$ cat config.mk
export PLATFORM = sky130hd
export DESIGN_NAME = stopwatch_timer
export DESIGN_NICKNAME = d
export VERILOG_FILES = /design/src/rtl/stopwatch_timer.sv
export SDC_FILE = /design/constraint.sdc
export NUM_CORES = 1
export LEC_CHECK = 0
export ABC_CLOCK_PERIOD_IN_PS = 2300
export BUFFER_PORTS_ARGS = -buffer_cell sky130_fd_sc_hd__buf_2
export CORE_MARGIN = 8
export CORE_UTILIZATION = 51
export CTS_BUF_LIST = sky130_fd_sc_hd__clkbuf_8 sky130_fd_sc_hd__clkbuf_16
export DETAILED_ROUTE_END_ITERATION = 10
export PLACE_DENSITY = 0.77
export SKIP_CTS_REPAIR_TIMING = 1
export SYNTH_ARGS = -nofsm -noshare
export SYNTH_HDL_FRONTEND = slang
export SYNTH_SLANG_ARGS = --single-unit
$ cat constraint.sdc
create_clock -name clk -period 2.3 [get_ports clk]
set_input_delay 0.115 -clock clk [delete_from_list [all_inputs] [get_ports clk]]
set_output_delay 0.115 -clock clk [all_outputs]
set_load 0.1 [all_outputs]
$ cat src/rtl/stopwatch_timer.sv
// MM:SS elapsed-time counter with a CLK_DIV prescaler and registered tick/rollover pulses.
// Optional lap-freeze display register enabled by defining STOPWATCH_LAP_EN.
module stopwatch_timer #(
  parameter int unsigned CLK_DIV = 50_000_000,
  parameter int unsigned MAX_MIN = 99
) (
  input  logic       clk,
  input  logic       rst,
  input  logic       enable,
  input  logic       clear,
  input  logic       lap,
  output logic [5:0] seconds,
  output logic [6:0] minutes,
  output logic [5:0] disp_sec,
  output logic [6:0] disp_min,
  output logic       sec_tick,
  output logic       rollover,
  output logic       lap_held
);

  localparam int unsigned PreW = $clog2(CLK_DIV);
  localparam logic [PreW-1:0] PreLast = PreW'(CLK_DIV - 1);
  localparam logic [PreW-1:0] PreOne  = PreW'(1);
  localparam logic [6:0] MinLast = 7'(MAX_MIN);

  logic [PreW-1:0] pre_q, pre_d;
  logic [5:0]      sec_q, sec_d;
  logic [6:0]      min_q, min_d;
  logic            tick_q, tick_d;
  logic            roll_q, roll_d;

  always_comb begin
    pre_d  = pre_q;
    sec_d  = sec_q;
    min_d  = min_q;
    tick_d = 1'b0;
    roll_d = 1'b0;
    if (clear) begin
      pre_d = '0;
      sec_d = '0;
      min_d = '0;
    end else if (enable) begin
      if (pre_q == PreLast) begin
        pre_d  = '0;
        tick_d = 1'b1;
        if (sec_q == 6'd59) begin
          sec_d = '0;
          if (min_q == MinLast) begin
            min_d  = '0;
            roll_d = 1'b1;
          end else begin
            min_d = min_q + 7'd1;
          end
        end else begin
          sec_d = sec_q + 6'd1;
        end
      end else begin
        pre_d = pre_q + PreOne;
      end
    end
  end

  always_ff @(posedge clk or posedge rst) begin
    if (rst) begin
      pre_q  <= '0;
      sec_q  <= '0;
      min_q  <= '0;
      tick_q <= 1'b0;
      roll_q <= 1'b0;
    end else begin
      pre_q  <= pre_d;
      sec_q  <= sec_d;
      min_q  <= min_d;
      tick_q <= tick_d;
      roll_q <= roll_d;
    end
  end

  assign seconds  = sec_q;
  assign minutes  = min_q;
  assign sec_tick = tick_q;
  assign rollover = roll_q;

`ifdef STOPWATCH_LAP_EN
  logic       held_q, held_d;
  logic [5:0] dsec_q, dsec_d;
  logic [6:0] dmin_q, dmin_d;

  // Lap captures the live value present before this edge's count update.
  always_comb begin
    held_d = held_q;
    dsec_d = dsec_q;
    dmin_d = dmin_q;
    if (clear) begin
      held_d = 1'b0;
      dsec_d = '0;
      dmin_d = '0;
    end else if (lap) begin
      if (!held_q) begin
        held_d = 1'b1;
        dsec_d = sec_q;
        dmin_d = min_q;
      end else begin
        held_d = 1'b0;
      end
    end
  end

  always_ff @(posedge clk or posedge rst) begin
    if (rst) begin
      held_q <= 1'b0;
      dsec_q <= '0;
      dmin_q <= '0;
    end else begin
      held_q <= held_d;
      dsec_q <= dsec_d;
      dmin_q <= dmin_d;
    end
  end

  assign disp_sec = held_q ? dsec_q : sec_q;
  assign disp_min = held_q ? dmin_q : min_q;
  assign lap_held = held_q;
`else
  logic unused_lap;
  assign unused_lap = lap;
  assign disp_sec   = sec_q;
  assign disp_min   = min_q;
  assign lap_held   = 1'b0;
`endif

endmodule

==> key figures <==
Clocking
  – CTS clock-pin slew for the worst setup and hold paths: ~70 ps
  – CTS tree: done
  – Latest clock arrival within the worst-skew pair: 290 ps
  – H-Tree Depth: 2
  – Cts bufs inserted: 5
  – Clk root buf: clkbuf_8
  – Max Buffers Root-to-Sink: 2
  – CTS sink cnt: 41

STA
  – RSZ-0062 raised after global routing: true
  – Sum Neg Setup Slack: -168 ps
  – Fin. Hold Viols: 0
  – Worst slew pin tran: about 600 ps
  – Fin Hold WS: 82.1 ps
  – Worst rel slew slack: 60.0%
  – Ratio of final minimum period to clock period: 103%
  – Fin crit period: roughly 2400 ps
  – Worst clock skew: 5.70 ps
  – Slew Limit Fails: 0
  – Fin worst setup slack: -76.0 ps
  – Fmax: 0.421 GHz
  – Final setup vio count: 5

Yosys
  – Area share of the largest cell type after synthesis: approximately 45%
  – Netlist Area Pre-Place: 2290 um^2
  – Register area share after synthesis: 44.9%
  – EDFF count, synth: 0
  – Post-Syn Instances: 245
  – Synth warn: 0
  – Async set-or-reset flop fraction in the synthesized netlist: 100%
  – Most numerous cell in the Yosys netlist: dfrtp_1
  – Largest cells by area after synthesis: dfrtp_1 45%, xor2_1 6.5%, nor2_1 5.6%, buf_4 4.6%, nand2_1 3.1%
  – Post-synth top cells: 41 x dfrtp_1, 34 x nor2_1, 19 x nand2_1
  – Seq cells post-synth: slightly above 40
  – Top_reg_cell synth: dfrtp_1
  – Yosys top cell by area: dfrtp_1
  – Synthesized Nets: 253
  – Synth cell types: 44
  – Synth Area per Inst: 9.34 um^2

Power and ir drop
  – Pwr Total: between 1 and 1.5 mW
  – Internal power: 0.978 mW
  – Clock Power Share: 36.9%
  – Largest vdd supply drop: 464 uV
  – Combinational power share: 5.2%
  – Switching pwr: between 0.2 and 0.3 mW
  – Sequential power share: about 58%
  – Cell area power density: about 440 nW/um^2
  – Switching Share: 21.9%
  – Static leakage: 1.31 nW

Drt
  – Initial DRC count: 104
  – Final ANT Viol Nets: 0
  – Routed len/inst: 14.3 um
  – Vias: ~1900
  – Drt pass-1 iters: 4
  – WL final: roughly 5000 um
  – Residual DRC: 0
  – Via density: 5.49

Place
  – Placer congestion estimate: 0.791
  – Placed Instance Area: between 2000 and 3000 um^2
  – IO buf count: 31
  – Hpwl dp: 3560 um
  – Dpl ws: -6.63 ps

Floorplan
  – CORE AREA: approximately 4300 um^2
  – Initial Utilization: about 53%
  – Die area: approximately 6900 um^2
  – I/O pin cnt: 34
  – Row count: 24
  – Die X: between 80 and 90 um
  – Die height: between 80 and 90 um

Worst setup path
  – Setup CP Type: reg2reg
  – Critical path startpoint: pre_q[24]
  – FF-to-FF setup slack: -80 ps
  – Critical Path RT: about 2500 ps
  – R2R depth: 5
  – CP Launch Type: flip-flop
  – Crit Reg-Reg Startpoint: pre_q[24]
  – Crit-path max FO: 7
  – Worst Path Arrival: about 2600 ps
  – Element type at the critical path end: flip-flop
  – R2R Path End: disp_min[0]

Finish
  – Area growth, synth to finish: 23.1%
  – Antenna cells: 0
  – Final net count: 305
  – Share of cells above drive strength 1: 32.3%
  – Finished Cell Area: 2820 um^2

Global routing
  – First-pass GRT wire length: 8630 um
  – Total grt overflow: 0
  – Initial antenna violation count: 0
  – Largest net degree at the start of global routing: 27
  – Vias in the first global route: 1886
  – Total track usage: 14.8%

Min path
  – Min-delay src: clear
  – Hold path depth: 2
  – HP Class: in2reg
  – WHS Endpoint: pre_q[1]

Flow run
  – # Max-Cap Violations: 0

Outcome
  – Status: finished with violations
  – Failing checks: setup timing
==> worst max-delay path, cell delays in order, from the launching register on <==
cell,delay [ps]
dfrtp_1,380
nand3b_1,160
or4_4,530
or4_4,590
or4_4,540
a21oi_2,120
==> registers in the layout (all words and copies together), names as in the netlist <==
| name | flops |
|---|---|
| disp_min | 7 |
| disp_sec | 6 |
| sec_tick | 1 |
| pre_q | 26 |
| rollover | 1 |
==> worst max path at each step <==
stage,to,slack [ps],depth (start not counted)
after detailed placement,disp_min[2],-7,5
after floorplan,disp_min[2],1,6
after global routing,disp_min[0],-120,5
after CTS,disp_min[2],-20,5
after global placement,disp_min[2],40,5
final,disp_min[0],-80,5
==> cell usage in the layout, fill, tap and decap left out, drive strengths merged, types with 3 or more instances in the layout <==
cell type | synthesis | layout
clkbuf | 6 | 7
nor4 | 6 | 6
inv | 3 | 4
a21oi | 13 | 13
xnor2 | 7 | 7
nor2 | 34 | 34
or4 | 4 | 4
buf | 15 | 64
or2 | 3 | 3
nand4 | 11 | 11
nand3 | 12 | 12
nand2 | 19 | 19
nand2b | 3 | 3
o21ai | 9 | 9
dfrtp | 41 | 41
xor2 | 17 | 17
and3 | 6 | 6
ha | 3 | 3
nand3b | 4 | 4
nor3 | 6 | 6
==> area by class of cell <==
cell class              instances  area [um^2]
fillers                       349         1510
multi-input cells             180         1170
flip-flops and latches         41         1040
repair buffers                 66          448
clock buffers                   6         82.6
well taps                      52         65.1
inverters                       3         11.3
clock inverters                 1         3.75
==> power groups by stage <==
| stage | Combinational [mW] | Clock (mW) | Sequential, mW |
|---|---|---|---|
| floorplan | 0.0369 | 0 | 0.739 |
| global placement | 0.0572 | 0 | 0.739 |
| detailed placement | 0.0589 | 0 | 0.739 |
| CTS | 0.0591 | 0.477 | 0.725 |
| global route | 0.0734 | 0.504 | 0.725 |
| finish | 0.0656 | 0.462 | 0.725 |
==> routing by layer <==
metal,wire [um],up-vias,global-route usage (%)
met3,290,4,5.66
met4,67,0,5.27
li1,-,952,-
met1,2160,920,17.6
met5,0,-,0
met2,2460,39,23.8
==> logic make-up (layout without fill, tap and decap cells) <==
logic type / count (synthesis) / in the layout / share of synthesized area (%)
adder cells (fa/ha/maj): 3 / 3 / 1.64
other: 1 / 1 / 0.164
AND/OR/NAND/NOR: 122 / 122 / 30.1
buffers and inverters: 24 / 76 / 6.29
multiplexers: 1 / 1 / 0.438
flip-flops: 41 / 41 / 44.9
AO/OA/AOI/OAI: 29 / 29 / 7.33
XOR/XNOR: 24 / 24 / 9.19
==> metrics by stage <==
stage                     std cells  utilization [%]
after floorplan                 245                -
after global placement          337             61.2
after detailed placement        337             61.2
after CTS                       344             63.2
after global routing            349             65.1
final                           349             65.1
No activity file was read; power rests on OpenSTA's default activity.
